## config.mk

```make
export PLATFORM = sky130hd
export DESIGN_NAME = fxp_perceptron_trainer
export DESIGN_NICKNAME = d
export VERILOG_FILES = /design/src/rtl/fxp_nn_pkg.sv /design/src/rtl/fxp_perceptron_trainer_mac.sv /design/src/rtl/fxp_perceptron_trainer.sv
export SDC_FILE = /design/constraint.sdc
export NUM_CORES = 1
export LEC_CHECK = 0
export ABC_AREA = 1
export CORE_MARGIN = 1.5
export CORE_UTILIZATION = 30
export CTS_BUF_LIST = sky130_fd_sc_hd__clkbuf_8
export DETAILED_ROUTE_END_ITERATION = 7
export PLACE_DENSITY = 0.43
export SYNTH_ARGS = -nofsm -noshare
export SYNTH_HDL_FRONTEND = slang
export SYNTH_SLANG_ARGS = --single-unit
export TNS_END_PERCENT = 5
```

## constraint.sdc

```tcl
create_clock -name clk -period 13.97 [get_ports clk]
set_input_delay 1.397 -clock clk [delete_from_list [all_inputs] [get_ports clk]]
set_output_delay 1.397 -clock clk [all_outputs]
set_load 0.05 [all_outputs]
```

## src/rtl/fxp_nn_pkg.sv

```systemverilog
// Shared fixed-point types, state encoding and
// saturating add for the perceptron datapath.
package fxp_nn_pkg;

  localparam int FXP_W    = 16;
  localparam int FXP_FRAC = 12;

  typedef logic signed [FXP_W-1:0] fxp_t;

  localparam fxp_t FXP_ONE = fxp_t'(1 << FXP_FRAC);

  typedef enum logic [2:0] {
    S_IDLE,
    S_MAC,
    S_UPDATE,
    S_EPOCH_END,
    S_DONE,
    S_IMAC,
    S_IRES
  } perc_state_t;

  // Clamp a + b to a signed w-bit range (w <= 31).
  function automatic logic signed [31:0] sat_add(
    input logic signed [31:0] a,
    input logic signed [31:0] b,
    input int                 w
  );
    logic signed [32:0] s;
    logic signed [32:0] hi;
    logic signed [32:0] lo;
    s  = 33'(a) + 33'(b);
    hi = (33'sd1 <<< (w - 1)) - 33'sd1;
    lo = -(33'sd1 <<< (w - 1));
    if (s > hi) begin
      s = hi;
    end else if (s < lo) begin
      s = lo;
    end
    return s[31:0];
  endfunction

endpackage

```

## src/rtl/fxp_perceptron_trainer_mac.sv

```systemverilog
// Serial multiply-accumulate plus step function,
// shared by the training and inference paths.
module fxp_mac_step #(
  parameter int W    = 16,
  parameter int FRAC = 12,
  parameter int N_IN = 2
) (
  input  logic                clk,
  input  logic                rst_n,
  input  logic                load,
  input  logic                acc_en,
  input  logic signed [W-1:0] w,
  input  logic signed [W-1:0] x,
  output logic                y
);

  localparam int AW = W + FRAC + $clog2(N_IN + 1);
  localparam int PW = 2 * W;

  logic signed [AW-1:0] acc;
  logic signed [PW-1:0] prod;

  assign prod = (PW'(w) * PW'(x)) >>> FRAC;

  always_ff @(posedge clk or negedge rst_n) begin
    if (!rst_n) begin
      acc <= '0;
    end else if (load) begin
      acc <= AW'(w);
    end else if (acc_en) begin
      acc <= acc + AW'(prod);
    end
  end

  // Zero counts as non-negative.
  assign y = ~acc[AW-1];

endmodule

```

## src/rtl/fxp_perceptron_trainer.sv

```systemverilog
// Fixed-point perceptron with on-chip training
// and single-vector inference.
module fxp_perceptron_trainer
  import fxp_nn_pkg::*;
#(
  parameter int N_IN       = 2,
  parameter int W          = 16,
  parameter int FRAC       = 12,
  parameter int N_SAMPLES  = 4,
  parameter int MAX_EPOCHS = 32,
  parameter int LR_SHIFT   = 1,
  localparam int SW = (N_SAMPLES > 1) ?
                      $clog2(N_SAMPLES) : 1,
  localparam int EW = $clog2(MAX_EPOCHS + 1),
  localparam int XW = N_IN * W,
  localparam int WW = (N_IN + 1) * W
) (
  input  logic          clk,
  input  logic          rst_n,
  input  logic          ld_en,
  input  logic [SW-1:0] ld_addr,
  input  logic [XW-1:0] ld_x,
  input  logic          ld_d,
  input  logic          w_init_en,
  input  logic [WW-1:0] w_init,
  input  logic          start,
  output logic          busy,
  output logic          done,
  output logic          converged,
  output logic [EW-1:0] epochs_out,
  output logic [WW-1:0] weights,
  input  logic          infer_valid,
  output logic          infer_ready,
  input  logic [XW-1:0] infer_x,
  output logic          infer_y_valid,
  output logic          infer_y
);

  localparam int KW = $clog2(N_IN + 2);
  localparam logic signed [31:0] ONE_LR =
    (32'sd1 <<< FRAC) >>> LR_SHIFT;

  perc_state_t state, state_n;

  logic signed [W-1:0] wt     [N_IN+1];
  logic signed [W-1:0] wt_upd [N_IN+1];
  logic [XW:0]         mem    [N_SAMPLES];
  logic [XW-1:0]       ix;
  logic [SW-1:0]       sidx;
  logic [KW-1:0]       k;
  logic                err;

  logic [XW-1:0]       x_cur;
  logic [XW-1:0]       x_src;
  logic                d_cur;
  logic signed [W-1:0] w_sel;
  logic signed [W-1:0] x_sel;
  logic                mac_load;
  logic                mac_acc;
  logic                y;
  logic                last_k;
  logic                last_s;
  logic                up;
  logic                dn;
  logic                take_w;
  logic                take_ld;
  logic                take_st;
  logic                take_inf;

  assign x_cur  = mem[sidx][XW-1:0];
  assign d_cur  = mem[sidx][XW];
  assign x_src  = (state == S_IMAC) ? ix : x_cur;
  assign last_k = (k == KW'(N_IN));
  assign last_s = (sidx == SW'(N_SAMPLES - 1));
  assign up     = d_cur & ~y;
  assign dn     = ~d_cur & y;

  // Fixed request priority while idle.
  assign take_w   = w_init_en;
  assign take_ld  = !w_init_en && ld_en;
  assign take_st  = !w_init_en && !ld_en && start;
  assign take_inf = !w_init_en && !ld_en &&
                    !start && infer_valid;

  always_ff @(posedge clk or negedge rst_n) begin
    if (!rst_n) begin
      state <= S_IDLE;
    end else begin
      state <= state_n;
    end
  end

  always_comb begin
    state_n = state;
    unique case (state)
      S_IDLE: begin
        if (take_st) begin
          state_n = S_MAC;
        end else if (take_inf) begin
          state_n = S_IMAC;
        end
      end
      S_MAC: begin
        if (last_k) state_n = S_UPDATE;
      end
      S_UPDATE: begin
        state_n = last_s ? S_EPOCH_END : S_MAC;
      end
      S_EPOCH_END: begin
        if (!err ||
            epochs_out == EW'(MAX_EPOCHS - 1)) begin
          state_n = S_DONE;
        end else begin
          state_n = S_MAC;
        end
      end
      S_DONE: state_n = S_IDLE;
      S_IMAC: begin
        if (last_k) state_n = S_IRES;
      end
      S_IRES: state_n = S_IDLE;
      default: state_n = S_IDLE;
    endcase
  end

  always_comb begin
    busy          = (state == S_MAC) ||
                    (state == S_UPDATE) ||
                    (state == S_EPOCH_END);
    done          = (state == S_DONE);
    infer_ready   = (state == S_IDLE);
    infer_y_valid = (state == S_IRES);
    infer_y       = (state == S_IRES) && y;
    mac_load      = ((state == S_MAC) ||
                     (state == S_IMAC)) && (k == '0);
    mac_acc       = ((state == S_MAC) ||
                     (state == S_IMAC)) && (k != '0);
  end

  always_comb begin
    w_sel = wt[0];
    x_sel = '0;
    for (int i = 1; i <= N_IN; i++) begin
      if (k == KW'(i)) begin
        w_sel = wt[i];
        x_sel = x_src[(i-1)*W +: W];
      end
    end
  end

  // Error is +1 (up) or -1 (dn); all terms use pre-update weights.
  always_comb begin
    for (int i = 0; i <= N_IN; i++) begin
      wt_upd[i] = wt[i];
    end
    if (up) begin
      wt_upd[0] = W'(sat_add(32'(wt[0]), ONE_LR, W));
    end else if (dn) begin
      wt_upd[0] = W'(sat_add(32'(wt[0]), -ONE_LR, W));
    end
    for (int i = 1; i <= N_IN; i++) begin
      if (up) begin
        wt_upd[i] = W'(sat_add(32'(wt[i]),
          32'($signed(x_cur[(i-1)*W +: W])) >>> LR_SHIFT, W));
      end else if (dn) begin
        wt_upd[i] = W'(sat_add(32'(wt[i]),
          -(32'($signed(x_cur[(i-1)*W +: W])) >>> LR_SHIFT), W));
      end
    end
  end

  always_ff @(posedge clk or negedge rst_n) begin
    if (!rst_n) begin
      for (int i = 0; i <= N_IN; i++) wt[i] <= '0;
      for (int s = 0; s < N_SAMPLES; s++) mem[s] <= '0;
      ix         <= '0;
      sidx       <= '0;
      k          <= '0;
      err        <= 1'b0;
      converged  <= 1'b0;
      epochs_out <= '0;
    end else begin
      unique case (state)
        S_IDLE: begin
          unique case (1'b1)
            take_w: begin
              for (int i = 0; i <= N_IN; i++) begin
                wt[i] <= w_init[i*W +: W];
              end
            end
            take_ld: mem[ld_addr] <= {ld_d, ld_x};
            take_st: begin
              sidx       <= '0;
              k          <= '0;
              err        <= 1'b0;
              converged  <= 1'b0;
              epochs_out <= '0;
            end
            take_inf: begin
              ix <= infer_x;
              k  <= '0;
            end
            default: ;
          endcase
        end
        S_MAC, S_IMAC: begin
          k <= last_k ? '0 : k + KW'(1);
        end
        S_UPDATE: begin
          if (up || dn) begin
            for (int i = 0; i <= N_IN; i++) begin
              wt[i] <= wt_upd[i];
            end
            err <= 1'b1;
          end
          sidx <= last_s ? '0 : sidx + SW'(1);
        end
        S_EPOCH_END: begin
          epochs_out <= epochs_out + EW'(1);
          converged  <= !err;
          err        <= 1'b0;
        end
        default: ;
      endcase
    end
  end

  always_comb begin
    weights = '0;
    for (int i = 0; i <= N_IN; i++) begin
      weights[i*W +: W] = wt[i];
    end
  end

  fxp_mac_step #(
    .W    (W),
    .FRAC (FRAC),
    .N_IN (N_IN)
  ) u_mac (
    .clk    (clk),
    .rst_n  (rst_n),
    .load   (mac_load),
    .acc_en (mac_acc),
    .w      (w_sel),
    .x      (x_sel),
    .y      (y)
  );

endmodule

```

==> results.toml <==
[yosys]
synth_mux_area_share_pct = 1.32
synth-simple-area-share_pct = 19.3
synth_top_family_by_area = "adder cells"
synthTopCellsByArea = "dfrtp_1 24%, fa_1 20%, nand2_1 10%"
synth.distinct_cells = 62
synth_fp_nets = 4092
syn_avg_cell_area_sq_um = 7.77
synthAdderAreaFrac_pct = 28.2
synth-seq-cells = 257
synth_top_area_share_pct = 23.5
synth_top_area_cell = "dfrtp_1"
synthCells = 3517
ys_warn_count = 0
synth-xor-area-share_pct = 3.04
ys.flop_type = "dfrtp_1"
synthesis.area_sq_um = 27300
ys_seq_area_share_pct = 23.5
synth_compound_area_share_pct = 14.2
synth_edf_count = 0
synthArstFlopShare_pct = 100

[route]
viasPerCell = 4.92
routed_wl_mm = 98.9
drtPass1Iterations = 5
drc = 0
vias = 23900
drt_iter0_markers = 1724
antenna_left = 0
wl_per_cell_microns = 20.4

[worst_setup_path]
start_kind = "flip-flop"
startpoint = "sidx[0]"
cp_max_fo = 42
end_kind = "flip-flop"
r2r_start = "sidx[0]"
worst-setup-path-type = "flip-flop to flip-flop"
cpPeakStageDelay_ns = 0.95
slowest_stage = "fa_1"
arrival_ns = 11.93
crit_path_frequent_cell = "nand2_1"
crit_required_ns = 14.54

[sta]
tns_ns = 0
rsz0062_at_grt = "no"
slew_violations = 0
min_period_ns = 11.36
hold_viol = 0
finalCritPeriodShare_pct = 81.3
tightest_slew_ns = 1.26
fmax_mhz = 88.1
setup_viol = 0
relSlewSlack_pct = 16.1
skew_ns = 0.0604

[clocking]
cts_buffers = 53
clock_latency_ns = 0.73
postCtsSetupRepairBufs = 0
cts_tree = "done"
cts_hold_buffers = 0
ctsRootBufferMaster = "clkbuf_8"
cts_sinks = 257
cts_buffer_depth = 3
cts_resized = 0
h-tree-depth = 2
clk_pin_slew_worst_paths_ns = 0.06

[placement]
io_buffers = 180
hpwl_mm = 76.6
dp_cells = 4765
place_congestion = 0.919

[min_path]
holdCritStartpoint = "mem[28]"
hp-class = "flip-flop to flip-flop"

[floorplanning]
rows = 110
dieWidth_microns = 305
core-area_sq_um = 90100
die-area_sq_um = 92900
die_height_microns = 305
initial_utilization_pct = 30.3
io-pin-count = 181

[global_route]
grt_use_total_pct = 21.6
antenna_found_initial = 6
first_global_vias = 24800
overflow = 0
grt_pass1_wl_mm = 153
grt_max_degree = 126

[layout]
layout.cells.non_filler = 4860
nFillCells = 9731
drive_above_1_share_pct = 6.88
area_growth_pct = 14.9
finalNetCount = 4219

[status]
status = "finished, final reports clean"

[flow_run]
max_cap_violations = 0
cell type report:
type / count / area (sq um) / share of cell area (%)
timing repair buffer: 215 / 2080 / 6.63
sequential: 257 / 6430 / 20.5
clock buffer: 61 / 840 / 2.67
tap: 1176 / 1470 / 4.69
clock inverter: 30 / 279 / 0.889
antenna: 4 / 10.0 / 0.0319
inverter: 580 / 2180 / 6.93
multi-input combinational: 2537 / 18100 / 57.7
sequential cells by signal, indices dropped and copies added (netlist names):
register	count
err	1
ix	32
k	2
u_mac.acc	30
state	3
sidx	2
weights	48
mem	132
epochs_out	6
converged	1
cells by family (layout without fill, tap and decap cells):
| logic type | Yosys count | after routing |
|---|---|---|
| buffers and inverters | 723 | 886 |
| and+or+nand+nor | 1280 | 1280 |
| other | 0 | 4 |
| muxes | 32 | 32 |
| AOI/OAI and AO/OA | 676 | 676 |
| xor gates and xnor gates | 95 | 95 |
| adders and majority gates | 454 | 454 |
| DFF | 257 | 257 |
cells in the mapped netlist (12+ instances only):
cell type and number:
a21oi_1 220, a22oi_1 15, a32oi_1 28, buf_1 14, buf_2 50, clkbuf_1 65, clkinv_1 12, dfrtp_1 257
fa_1 271, ha_1 183, inv_1 545, inv_2 23, mux2_2 32, nand2_1 733, nand3_1 130, nand4_1 20
nor2_1 300, nor3_1 18, nor4_1 14, o211ai_1 36, o21a_1 14, o21ai_0 270, o21ai_1 14, or2_2 36
xnor2_1 13, xor2_1 82
placed cells by master, fill, tap and decap left out, types with 12 or more instances in the layout:
cell type,count
nand3_1,126
nor4_1,14
fa_1,271
clkbuf_8,61
a32oi_1,28
dfrtp_1,256
buf_4,34
o211ai_1,36
nand2_1,732
o21ai_2,12
inv_2,23
a21oi_1,220
o21ai_0,268
a22oi_1,15
or2_2,36
clkdlybuf4s50_1,179
mux2_2,32
nor2_1,299
o21a_1,14
clkinv_1,12
xnor2_1,13
inv_1,564
o21ai_1,14
nor3_1,18
xor2_1,82
nand4_1,20
ha_1,183
critical path: cells and delay by family, from the launching register on:
family,cells,cell delay (ns)
AOI/OAI and AO/OA,7,1.59
adders and majority gates,8,4.36
buffers and inverters,7,1.54
DFF,1,0.62
and+or+nand+nor,16,3.07
worst paths after layout:
check	slack, ns	to	cells after the start
max	2.61	u_mac.acc[26]	38
min	0.48	mem[28]	2
max reg2reg	2.61	u_mac.acc[26]	38
min reg2reg	0.48	mem[28]	2
max in group asynchronous	11.28	mem[6]	3
min in group asynchronous	0.68	u_mac.acc[3]	1
stage by stage:
stage | setup slack, ns | cell area [sq um] | utilization [%] | hold WS (ns)
floorplan | 5.36 | 27300 | - | 0.445
global route | 1.77 | 31400 | 34.8 | 0.494
finish | 2.61 | 31400 | 34.8 | 0.477
global placement | 2.70 | 30300 | 33.6 | 0.459
detailed placement | 2.55 | 30300 | 33.6 | 0.465
CTS | 2.56 | 31400 | 34.8 | 0.480
metal layers:
metal / GRT usage, % / up-vias / part of all wire [%]
li1: - / 11400 / -
met5: 0 / - / 0.020
met4: 5.33 / 2 / 2.2
met3: 2.90 / 120 / 4.8
met2: 34.2 / 591 / 45
met1: 31.0 / 11800 / 48
Power is not shown: default switching activity piles up to over one toggle a cycle in this logic, so the estimate is an artifact.
